**config.mk**
```make
export PLATFORM = sky130hd
export DESIGN_NAME = mult_wb_sched
export DESIGN_NICKNAME = d
export VERILOG_FILES = /design/src/rtl/mult_wb_sched_pkg.sv /design/src/rtl/mult_wb_sched_track_sr.sv /design/src/rtl/mult_wb_sched.sv
export SDC_FILE = /design/constraint.sdc
export NUM_CORES = 1
export LEC_CHECK = 0
export BUFFER_PORTS_ARGS = -buffer_cell sky130_fd_sc_hd__buf_2
export CAP_MARGIN = 20
export CORE_ASPECT_RATIO = 1.75
export CORE_MARGIN = 1.5
export CORE_UTILIZATION = 34
export DETAILED_ROUTE_END_ITERATION = 6
export GPL_TIMING_DRIVEN = 0
export REMOVE_ABC_BUFFERS = 1
export SKIP_LAST_GASP = 1
export SYNTH_ARGS = -nofsm -noshare
export SYNTH_HDL_FRONTEND = slang
export SYNTH_SLANG_ARGS = --single-unit
```
**constraint.sdc**
```tcl
create_clock -name clk -period 3.8 [get_ports clk]
set_input_delay 0.38 -clock clk [delete_from_list [all_inputs] [get_ports clk]]
set_output_delay 0.38 -clock clk [all_outputs]
set_load 0.01 [all_outputs]
```
**src/rtl/mult_wb_sched_pkg.sv**
```systemverilog
// Shared constants for the multiply issue scheduler:
// stall-cause encodings and default widths.
package mult_wb_sched_pkg;

    localparam int REG_ADDR_W   = 5;
    localparam int MULT_LAT_DEF = 5;

    typedef enum logic [1:0] {
        STALL_NONE = 2'd0,
        STALL_RAW  = 2'd1,
        STALL_WAW  = 2'd2,
        STALL_PORT = 2'd3
    } stall_e;

endpackage

```
**src/rtl/mult_wb_sched_track_sr.sv**
```systemverilog
// Valid/destination shift register for in-flight multiplies,
// with per-entry compare ports. Bit k-1 represents entry k.
module mult_track_sr
    import mult_wb_sched_pkg::*;
#(
    parameter int LAT = MULT_LAT_DEF,
    parameter int AW  = REG_ADDR_W
) (
    input  logic           clk,
    input  logic           rst,
    input  logic           i_push,
    input  logic [AW-1:0]  i_push_dst,
    input  logic [AW-1:0]  i_src_a,
    input  logic [AW-1:0]  i_src_b,
    input  logic [AW-1:0]  i_dst,
    output logic [LAT-1:0] o_hit_a,
    output logic [LAT-1:0] o_hit_b,
    output logic [LAT-1:0] o_hit_d,
    output logic [LAT-1:0] o_pv,
    output logic           o_pv_pen,
    output logic           o_pv_last
);

    logic [LAT-1:0] r_pv;
    logic [AW-1:0]  r_pd [LAT];

    always_ff @(posedge clk or posedge rst) begin
        if (rst) begin
            r_pv <= '0;
            for (int k = 0; k < LAT; k++) r_pd[k] <= '0;
        end else begin
            r_pv    <= {r_pv[LAT-2:0], i_push};
            r_pd[0] <= i_push_dst;
            for (int k = 1; k < LAT; k++) r_pd[k] <= r_pd[k-1];
        end
    end

    // Register 0 is hard-wired, so it never creates a dependency.
    always_comb begin
        o_hit_a = '0;
        o_hit_b = '0;
        o_hit_d = '0;
        for (int k = 0; k < LAT; k++) begin
            o_hit_a[k] = r_pv[k] && (r_pd[k] == i_src_a) && (i_src_a != '0);
            o_hit_b[k] = r_pv[k] && (r_pd[k] == i_src_b) && (i_src_b != '0);
            o_hit_d[k] = r_pv[k] && (r_pd[k] == i_dst) && (i_dst != '0);
        end
    end

    assign o_pv      = r_pv;
    assign o_pv_pen  = r_pv[LAT-2];
    assign o_pv_last = r_pv[LAT-1];

endmodule

```
**src/rtl/mult_wb_sched.sv**
```systemverilog
// Issue-side hazard scheduler for the multi-cycle multiplier and
// the shared regfile write port.
module mult_wb_sched
    import mult_wb_sched_pkg::*;
#(
    parameter int MULT_LAT = MULT_LAT_DEF,
    parameter int REG_ADDR = REG_ADDR_W
) (
    input  logic                clk,
    input  logic                rst,
    input  logic                issue_valid,
    input  logic                issue_is_mult,
    input  logic                issue_regwrite,
    input  logic [REG_ADDR-1:0] issue_dst,
    input  logic                issue_use_a,
    input  logic                issue_use_b,
    input  logic [REG_ADDR-1:0] issue_src_a,
    input  logic [REG_ADDR-1:0] issue_src_b,
    output logic                stall,
    output logic [1:0]          stall_cause,
    output logic                mult_launch,
    output logic                wb_sel_mult,
    output logic [2:0]          inflight,
    output logic                busy
);

    logic [MULT_LAT-1:0] w_hit_a;
    logic [MULT_LAT-1:0] w_hit_b;
    logic [MULT_LAT-1:0] w_hit_d;
    logic [MULT_LAT-1:0] w_pv;
    logic                w_pv_pen;
    logic                w_pv_last;
    logic                w_raw;
    logic                w_waw;
    logic                w_port;
    logic                w_acc;
    logic                w_push;
    logic [2:0]          w_cnt;

    mult_track_sr #(
        .LAT (MULT_LAT),
        .AW  (REG_ADDR)
    ) u_track (
        .clk        (clk),
        .rst        (rst),
        .i_push     (w_push),
        .i_push_dst (issue_dst),
        .i_src_a    (issue_src_a),
        .i_src_b    (issue_src_b),
        .i_dst      (issue_dst),
        .o_hit_a    (w_hit_a),
        .o_hit_b    (w_hit_b),
        .o_hit_d    (w_hit_d),
        .o_pv       (w_pv),
        .o_pv_pen   (w_pv_pen),
        .o_pv_last  (w_pv_last)
    );

    assign w_raw  = (issue_use_a && (|w_hit_a)) ||
                    (issue_use_b && (|w_hit_b));
    assign w_waw  = issue_regwrite && (|w_hit_d);
    // An ALU write would collide with the multiply retiring next cycle.
    assign w_port = !issue_is_mult && issue_regwrite && w_pv_pen;

    assign stall  = issue_valid && (w_raw || w_waw || w_port);
    assign w_acc  = issue_valid && !stall;
    assign w_push = w_acc && issue_is_mult && issue_regwrite;

    always_comb begin
        stall_cause = STALL_NONE;
        if (issue_valid) begin
            priority case (1'b1)
                w_raw:   stall_cause = STALL_RAW;
                w_waw:   stall_cause = STALL_WAW;
                w_port:  stall_cause = STALL_PORT;
                default: stall_cause = STALL_NONE;
            endcase
        end
    end

    always_comb begin
        w_cnt = '0;
        for (int k = 0; k < MULT_LAT; k++) begin
            w_cnt = w_cnt + {2'b00, w_pv[k]};
        end
    end

    assign mult_launch = w_acc && issue_is_mult;
    assign wb_sel_mult = w_pv_last;
    assign inflight    = w_cnt;
    assign busy        = (w_cnt != 3'd0);

endmodule

```
=== Yosys cells after proc, flatten, opt, wreduce, memory -nomap -nowiden ===
Cells that the tools add are included.

* Div/mod/pow operators: 0
* Multipliers: 0
* Reduce and logical (&&, ||, !) cells: 51
* Muxes and demuxes: 4
* Eq/ne operators: 15
* Magnitude comparators: 0
* Bitwise gates (word level): 0
* $add $sub $neg: 4
* Shift-type cells: 0

{| class="wikitable"
|+ Operator list
! cell !! count
|-
| $eq A5 B5 Y1 || 15
|-
| $logic_and A1 B1 Y1 || 39
|-
| $reduce_bool A5 Y1 || 3
|-
| $reduce_or A5 Y1 || 3
|-
| $mux W2 || 4
|-
| $add A3 B1 Y3 || 2
|-
| $add A2 B1 Y3 || 1
|-
| $logic_or A1 B1 Y1 || 3
|-
| $reduce_bool A3 Y1 || 1
|-
| $add A1 B1 Y2 || 1
|-
| $logic_not A1 Y1 || 2
|}

* Output and inout port bits: 9
* RAM bits: 0
* Input port bits: 22
* Word-level logic and storage cells: 80
* ROM bits: 0
* Memories: 0
* Bits in latches: 0
* Register bits after elaboration: 30

=== Depth between registers and ports, before layout ===
Gate-level depths: netlist (run 1).

* Word-level depth: 13
* Gate-level depth with buffers: 7
* Depth with buffers taken out: 6

=== Cells and area by module ===
A second synthesis (run 1) with hierarchy kept.

* Cell total of the unflattened synthesis: 181
* Area, all modules: 1990.7 um^2

{| class="wikitable"
|+ By module, submodules not included
! module !! area an instance (um^2) !! sequential area each (um^2) !! cells each !! times used
|-
| mult_track_sr || 1788.0 || 750.7 || 160 || 1
|-
| mult_wb_sched || 202.7 || 0.0 || 21 || 1
|}

=== Worst setup path after synthesis (run 1) ===
No wires, ideal clock.

* Kind: reg2out
* Start point: reg u_track.r_pv[3], in the netlist u_track.o_pv[3]
* End point: out busy
* Arrival: 2.022 ns
* Data required time: 3.420 ns
* Cell stages (with the launch flop): 5
* Buffers on the path: 0
* Path slack: 1.398 ns
* Cells stage by stage: dfrtp_1 fa_1 fa_1 ha_1 or3_1

* Cells in the longest elaborated chain, start to end: 3

{| class="wikitable"
|+ Ends and longest elaborated chain
! element !! line !! RTL
|-
| start, declared || mult_wb_sched_track_sr.sv:24 || <nowiki>logic [LAT-1:0] r_pv;</nowiki>
|-
| start signal, assigned || mult_wb_sched_track_sr.sv:32 || <nowiki>r_pv <= {r_pv[LAT-2:0], i_push};</nowiki>
|-
| $add A3 B1 Y3 (2 in series) || mult_wb_sched.sv:84 || <nowiki>w_cnt = w_cnt + {2'b00, w_pv[k]};</nowiki>
|-
| via inflight[1] || mult_wb_sched.sv:23 || <nowiki>output logic [2:0] inflight,</nowiki>
|-
| $reduce_bool A3 Y1 || mult_wb_sched.sv:91 || <nowiki>assign busy = (w_cnt != 3'd0);</nowiki>
|-
| end, declared || mult_wb_sched.sv:24 || <nowiki>output logic busy</nowiki>
|}

The timed path passes the listed nets, and every way through them passes these cells.

=== Worst setup path in the final report (run 1) ===
* Start point: reg u_track.r_pv[3], in the netlist u_track.o_pv[3]
* End point: out busy

* Cells in the longest elaborated chain, start to end: 3

{| class="wikitable"
|+ Ends and longest elaborated chain
! element !! line
|-
| $add A3 B1 Y3 (2 in series) || mult_wb_sched.sv:84
|-
| $reduce_bool A3 Y1 || mult_wb_sched.sv:91
|}

Every way passes these cells.

==> impl_metrics.toml, run 1 <==
[status]
status = "completed"

[power_and_ir_drop]
cellPowerDensity_nw_per_um2 = 347
p_int_uw = 543
p_leak_uw = 0.000958
switching_share = 0.284
comb_power_share = 0.175
ir_worst_vdd_uv = 226
seq_power_share = 0.477
switching_power_uw = 216
total_power_uw = 759
clkPwrFrac = 0.348

[clocking]
clockBufferDepth = 2
cts-root-buf = "clkbuf_8"
cts_tree = "done"
clk_pin_slew_ns = 0.06
ctsHoldBuffers = 0
cts_setup_buffers = 0
clock-sinks = 30
cts_buffers = 5
h-tree-depth = 2
clock_latency_ns = 0.29
cts_resized = 0

[timing]
fin_worst_skew_ns = 0.00254
rsz0062_at_grt = "no"
fin_crit_sh = 0.739
setup_viol = 0
max_slew_margin = 0.664
max_freq_mhz = 356
totalNegativeSetupSlack_ns = 0
hold_viol = 0
tightest_slew_ns = 0.502
period_needed_ns = 2.81
slew_violations = 0

[finish]
nets = 227
diodes = 0
syn2layout_area_growth_pct = 14.6
finalNonFillerCells = 277
drive_above_1_share = 0.207

[job]
cap_violations = 0

[route]
vias = 1386
firstDrtPassIters = 4
drcViolationCount = 0
wl_um = 4470
routedWlPerCell_um = 16.1
ant_nets = 0
drt-vias-per-instance = 5.00
first_iter_violations = 45

[floorplan]
io_pins = 31
die_w_um = 59.6
initial_core_util = 0.357
rows = 35
coreArea_um2 = 5340
die_h_um = 102
die-area_um2 = 6080

[worst_setup_path]
cpLargestDelayFamily = "adder cells"
r2r-start = "u_track.r_pd[13]"
required_ns = 3.42
crit_slowest_cell = "fa_1"
crit_fanout = 6
critPathLaunch = "u_track.o_pv[3]"
crit_chain = "fa_1, fa_1, ha_1, or3_1, buf_2"
path_common_cell = "fa_1"
cp.arrival_ns = 2.43
slowest_delay_ns = 0.51
crit_type = "flip-flop to output port"
worst-path-buf-inv = 1
startpoint_type = "flip-flop"
critPathCaptureType = "output port"

[synthesis]
synth_seq_cells = 30
yosys_most_used_dff = "dfrtp_1"
synth_commonest_cells = "xor2_1, dfrtp_1, xnor2_1"
synth_cells = 179
ys_top_cells_by_area = "dfrtp_1, xor2_1, xnor2_1"
yosys.area.top_type = "dfrtp_1"
async_flop_share = 1.00
yosys_warnings = 0
post-synth-top-area-fraction = 0.394
synth.avg_cell_area_um2 = 10.6
synth.most_common_cell = "xor2_1"
ys_seq_area_frac = 0.394
synth_edf_count = 0
netlist-cell-type-count = 27
syn_area_um2 = 1910

[global_route]
gr-total-overflow = 0
use_met2 = 0.290
grt_util_all_layers = 0.167
grt_pass1_wl_um = 7240
antenna_found_initial = 0
grt_use_met3 = 0.0241
grt_pass1_vias = 1444
gr-usage-met1 = 0.182
top_usage_layer = "met2"
grt_max_degree = 31

[placed_design]
gp_congestion = 0.853
placed_cells = 268
dp_hpwl_um = 3530
port_buffers = 30

[hold_path]
hold_path.class = "primary input to async pin"
## layout make-up
type,count,area (µm²)
clock buffers,6,82.6
clock inverters,2,12.5
fillers,562,3160
inverters,1,3.75
multi-input cells,133,1060
flip-flops and latches,30,751
well taps,74,92.6
repair buffers,31,178
## layout by cell type, fill, tap and decap left out, drive strengths merged, types with 2 or more instances in the layout
master	n
a31oi	6
and3	4
buf	31
clkbuf	6
dfrtp	30
fa	2
nand2	4
nand3	8
nor4	16
o21ai	4
or4	3
xnor2	19
xor2	56
## flip-flops by register name (all words and copies together) (netlist names)
name and count:
u_track.o_pv 5, u_track.r_pd 25
## worst register-to-register path: cells and delay by family, from the launching register on
family / cells / cell delay [ns]
compound gates: 2 / 0.45
xor+xnor: 1 / 0.19
simple gates: 3 / 0.69
flops: 1 / 0.44
## power by group through the flow
stage,Combinational [µW],Sequential [µW],Clock (µW)
floorplan,79.9,361,0
global placement,129,367,0
detailed placement,131,368,0
CTS,131,362,271
global route,147,365,285
finish,133,362,264
## kinds of logic after synthesis
kind of cell             count (synthesis)  synth area share
AO/OA/AOI/OAI                           15            0.0598
flip-flops                              30             0.394
AND/OR/NAND/NOR                         40             0.126
adder cells (fa/ha/maj)                  3            0.0276
buffers and inverters                   16            0.0479
XOR/XNOR                                75             0.345
## stage by stage
| stage | hold slack, ns | instance area, µm² | setup slack (ns) | util |
|---|---|---|---|---|
| after floorplan | 0.411 | 1820 | 1.40 | - |
| after global routing | 0.124 | 2180 | 0.902 | 0.409 |
| final | 0.0845 | 2180 | 0.991 | 0.409 |
| after detailed placement | 0.463 | 2060 | 1.28 | 0.386 |
| after global placement | 0.458 | 2060 | 1.31 | 0.386 |
| after CTS | 0.326 | 2160 | 0.963 | 0.404 |
## final timing paths
check / end / slack (ns) / cells past startpoint
setup / recovery: busy / 0.99 / 5
min in group clk: u_track.r_pd[21] / 0.33 / 1
hold / removal: u_track.o_pv[2] / 0.08 / 2
setup reg to reg: u_track.o_pv[0] / 1.89 / 6
max in group asynchronous: u_track.r_pd[9] / 3.27 / 3
hold reg to reg: u_track.r_pd[16] / 0.48 / 0
## layer usage
| layer | vias up | wire [µm] |
|---|---|---|
| li1 | 658 | - |
| met1 | 664 | 1710 |
| met2 | 44 | 2390 |
| met3 | 20 | 145 |
| met4 | 0 | 232 |
| met5 | - | 0 |
(Power assumes the default switching activity.)
==> run 2, diff against run 1 <==
==> constraint.sdc (replaced) <==
create_clock -name clk -period 2.49 [get_ports clk]
set_input_delay 0.249 -clock clk [delete_from_list [all_inputs] [get_ports clk]]
set_output_delay 0.249 -clock clk [all_outputs]
set_load 0.01 [all_outputs]
==> impl_metrics.toml, run 2 (synthesized netlist as in run 1, its figures left out) <==
[finish]
regArea_um2 = 753
multiInputGateArea_um2 = 1100
final_common_cell = "xor2_1"
drive_above_1_share = 0.252
final_core_util = 0.421
fillers = 556
syn2layout_area_growth_pct = 18.1
finalNonFillerCells = 280
mostFrequentLayoutCells = "xor2_1, buf_2, dfrtp_1"
diodes = 0
largest_reg_flops = 25
largest-register = "u_track.r_pd"
nets = 230

[floorplan]
rows = 35
die-area_um2 = 6080
die_w_um = 59.6
initial_core_util = 0.357
die_h_um = 102
coreArea_um2 = 5340
io_pins = 31

[status]
status = "completed"

[worst_setup_path]
startpoint_type = "flip-flop"
crit_cells = 5
crit_chain = "fa_1, fa_2, ha_4, or3_1, buf_2"
worst-path-buf-inv = 1
crit_fanout = 2
slowest_delay_ns = 0.49
critPathCaptureType = "output port"
crit_slowest_cell = "fa_1"
crit_type = "flip-flop to output port"
rr_worst_depth = 5
required_ns = 2.24
cpLargestDelayFamily = "adder cells"
cp.arrival_ns = 2.22

[power_and_ir_drop]
p_leak_uw = 0.000967
seq_power_share = 0.472
total_power_uw = 1170
comb_power_share = 0.183
p_int_uw = 834
clkPwrFrac = 0.345
switching_share = 0.286
cellPowerDensity_nw_per_um2 = 519
ir_worst_vdd_uv = 348
switching_power_uw = 334

[global_route]
gr-total-overflow = 0
grt_pass1_wl_um = 7420
grt_util_all_layers = 0.171
antenna_found_initial = 0
grt_max_degree = 31
grt_pass1_vias = 1486

[timing]
rsz0062_at_grt = "yes"
period_needed_ns = 2.47
max_slew_margin = 0.701
fin_worst_skew_ns = 0.00272
tightest_slew_ns = 0.448
max_freq_mhz = 404
totalNegativeSetupSlack_ns = 0
fin_crit_sh = 0.993
timing.hold.ws_ns = 0.196
slew_violations = 0
hold_viol = 0
setup_viol = 0

[placed_design]
placed_cells = 268
port_buffers = 30
gp_congestion = 0.853
dp_hpwl_um = 3530

[route]
drt-vias-per-instance = 5.00
wl_um = 4550
vias = 1399
firstDrtPassIters = 4
routedWlPerCell_um = 16.2
drcViolationCount = 0
ant_nets = 0
first_iter_violations = 45

[clocking]
clk_pin_slew_ns = 0.06
clock_latency_ns = 0.28
clock-sinks = 30
cts_buffers = 5
cts_tree = "done"
clockBufferDepth = 2
cts-root-buf = "clkbuf_8"
h-tree-depth = 2

[hold_path]
hold_path.class = "primary input to flip-flop"
holdPathStages = 1

[job]
cap_violations = 0
## run 2: changes by cell type in the layout (fill, tap and decap cells not counted), sizes merged
cell,before,now
dlygate4sd3,0,1
buf,31,33
## run 2: worst paths after layout
kind	from	endpoint	slack, ns
max	u_track.o_pv[3]	busy	0.02
min	issue_dst[1]	u_track.r_pd[21]	0.20
max reg2reg	u_track.r_pd[0]	u_track.o_pv[0]	0.71
min reg2reg	u_track.r_pd[16]	u_track.r_pd[11]	0.48
max in group asynchronous	rst	u_track.r_pd[9]	1.53
min in group asynchronous	rst	u_track.o_pv[2]	0.51
## run 2: metrics by stage
step                      area [µm²]  setup WS (ns)
after global routing            2250        -0.0462
after CTS                       2200        -0.0424
after global placement          2060          0.133
final                           2250         0.0164
after detailed placement        2060         0.0975
after floorplan                 1820          0.219
## run 2: layout make-up
| class | instances | share of cell area |
|---|---|---|
| multi-input cells | 133 | 0.490 |
| flip-flops and latches | 30 | 0.335 |
| repair buffers | 34 | 0.0900 |
| well taps | 74 | 0.0411 |
| clock buffers | 6 | 0.0367 |
| clock inverters | 2 | 0.00556 |
| inverters | 1 | 0.00167 |
## run 2: what timing repair did
item                                    4_1_cts  5_1_grt
pin swaps                                     4        3
resized for setup                             6        2
hold buffers                                  0        1
buffers inserted                              2        0
endpoints found under the hold margin         0        9
endpoints found under the setup margin        2        3
cloned                                        0        0
## run 2: per-layer routing
metal | track usage | vias to the layer above | wire length (µm)
met3 | 0.0241 | 19 | 131
met2 | 0.299 | 35 | 2440
met5 | 0 | - | 0
li1 | - | 662 | -
met4 | 0.111 | 0 | 228
met1 | 0.185 | 683 | 1750
## run 2: power groups by stage
stage | combinational [µW] | clock (µW) | sequential [µW]
6_report | 214 | 403 | 551
5_1_grt | 237 | 435 | 555
4_1_cts | 207 | 413 | 551
3_5_place_dp | 200 | 0 | 562
3_3_place_gp | 196 | 0 | 561
2_1_floorplan | 122 | 0 | 550
==> run 3, diff against run 2 <==
--- a/config.mk
+++ b/config.mk
@@ -9,7 +9,7 @@
 export CAP_MARGIN = 20
 export CORE_ASPECT_RATIO = 1.75
 export CORE_MARGIN = 1.5
-export CORE_UTILIZATION = 34
+export CORE_UTILIZATION = 35
 export DETAILED_ROUTE_END_ITERATION = 6
 export GPL_TIMING_DRIVEN = 0
 export REMOVE_ABC_BUFFERS = 1
==> impl_metrics.toml, run 3 (synthesized netlist as in run 1, its figures left out) <==
[status]
status = "finished, violations left"
violations = "negative setup slack"

[finish]
regArea_um2 = 753
nets = 231
drive_above_1_share = 0.271
syn2layout_area_growth_pct = 19.3
mostFrequentLayoutCells = "xor2_1, buf_2, dfrtp_1"
diodes = 0
multiInputGateArea_um2 = 1120
largest_reg_flops = 25
final_core_util = 0.433
final_common_cell = "xor2_1"
largest-register = "u_track.r_pd"
fillers = 526

[worst_setup_path]
critPathCaptureType = "output port"
cp.arrival_ns = 2.25
crit_fanout = 2
r2r-start = "u_track.r_pd[13]"
required_ns = 2.24
startpoint_type = "flip-flop"
critPathLaunch = "u_track.o_pv[3]"
crit_type = "flip-flop to output port"

[power_and_ir_drop]
p_leak_uw = 0.000984
total_power_uw = 1250
ir_worst_vdd_uv = 489
cellPowerDensity_nw_per_um2 = 548

[route]
ant_nets = 0
first_iter_violations = 35
firstDrtPassIters = 4
vias = 1376
drt-vias-per-instance = 5.25
wl_um = 4590
drcViolationCount = 0
routedWlPerCell_um = 17.5

[clocking]
clk_pin_slew_ns = 0.06
cts_tree = "done"
clockBufferDepth = 2
h-tree-depth = 2
clock_latency_ns = 0.28
cts_buffers = 5
clock-sinks = 30
cts-root-buf = "clkbuf_8"

[global_route]
gr-total-overflow = 0
grt_pass1_vias = 1470
grt_pass1_wl_um = 7450
grt_util_all_layers = 0.175
antenna_found_initial = 0
grt_max_degree = 31

[timing]
slew_violations = 0
finalWorstSetupSlack_ns = -0.00891
max_slew_margin = 0.724
period_needed_ns = 2.50
fin_crit_sh = 1.00
totalNegativeSetupSlack_ns = -0.00891
fin_worst_skew_ns = 0.00486
hold_viol = 0
rsz0062_at_grt = "yes"
tightest_slew_ns = 0.414
setup_viol = 1
max_freq_mhz = 400

[placed_design]
port_buffers = 30
dp_hpwl_um = 3590
gp_congestion = 0.818

[hold_path]
worstHoldStart = "issue_dst[1]"
hold_path.class = "primary input to flip-flop"

[floorplan]
rows = 35
coreArea_um2 = 5260
initial_core_util = 0.363
io_pins = 31
die_w_um = 58.8
die_h_um = 101
die-area_um2 = 5910

[job]
cap_violations = 0
## run 3: report_power, final
part           internal [µW]  switching, µW  total [µW]
Combinational            110            117         227
Sequential               512           38.4         550
Clock                    294            175         469
Total                    916            330        1250
## run 3: metrics by stage
stage               worst slack (ns)  hold slack (ns)  area, µm²  instances
global placement               0.142            0.460       2040        249
floorplan                      0.219            0.280       1820        164
detailed placement             0.106            0.471       2040        249
finish                      -0.00891            0.199       2270        262
CTS                          -0.0237            0.194       2190        260
global route                 -0.0770            0.196       2270        262
## run 3: path summary, 6_finish.rpt
path,slack (ns),cells past startpoint,end
worst max-delay path,-0.009,5,busy
worst min-delay path,0.20,1,u_track.r_pd[21]
worst max register to register,0.66,6,u_track.o_pv[0]
worst min register to register,0.46,0,u_track.r_pd[10]
max in group asynchronous,1.54,4,u_track.r_pd[15]
min in group asynchronous,0.50,3,u_track.o_pv[1]
## run 3: area by class of cell
cell class              instances  share of cell area
clock buffers                   5              0.0303
clock inverters                 3              0.0176
repair buffers                 35              0.0952
flip-flops and latches         30               0.331
inverters                       1             0.00165
well taps                      55              0.0303
multi-input cells             133               0.494
## run 3: routing by layer
metal | up-vias | share of wire | track usage | wire length (µm)
met5 | - | 0 | 0 | 0
met4 | 0 | 0.030 | 0.0787 | 138
met3 | 10 | 0.031 | 0.0321 | 141
met2 | 29 | 0.56 | 0.309 | 2580
met1 | 673 | 0.38 | 0.198 | 1720
li1 | 664 | - | - | -
## run 3: timing repair
item / CTS / global route
resized for setup: 4 / 10
hold buffers: 0 / 1
hold endpoints to repair: 0 / 8
setup endpoints to repair: 2 / 5
cloned: 0 / 0
pin swaps: 4 / 7
buffers inserted: 3 / 0
## run 3: worst max-delay path: stages, from the launching register on
cell	delay, ns
dfrtp_2	0.42
fa_1	0.51
fa_2	0.37
ha_4	0.22
or3_4	0.32
buf_6	0.12
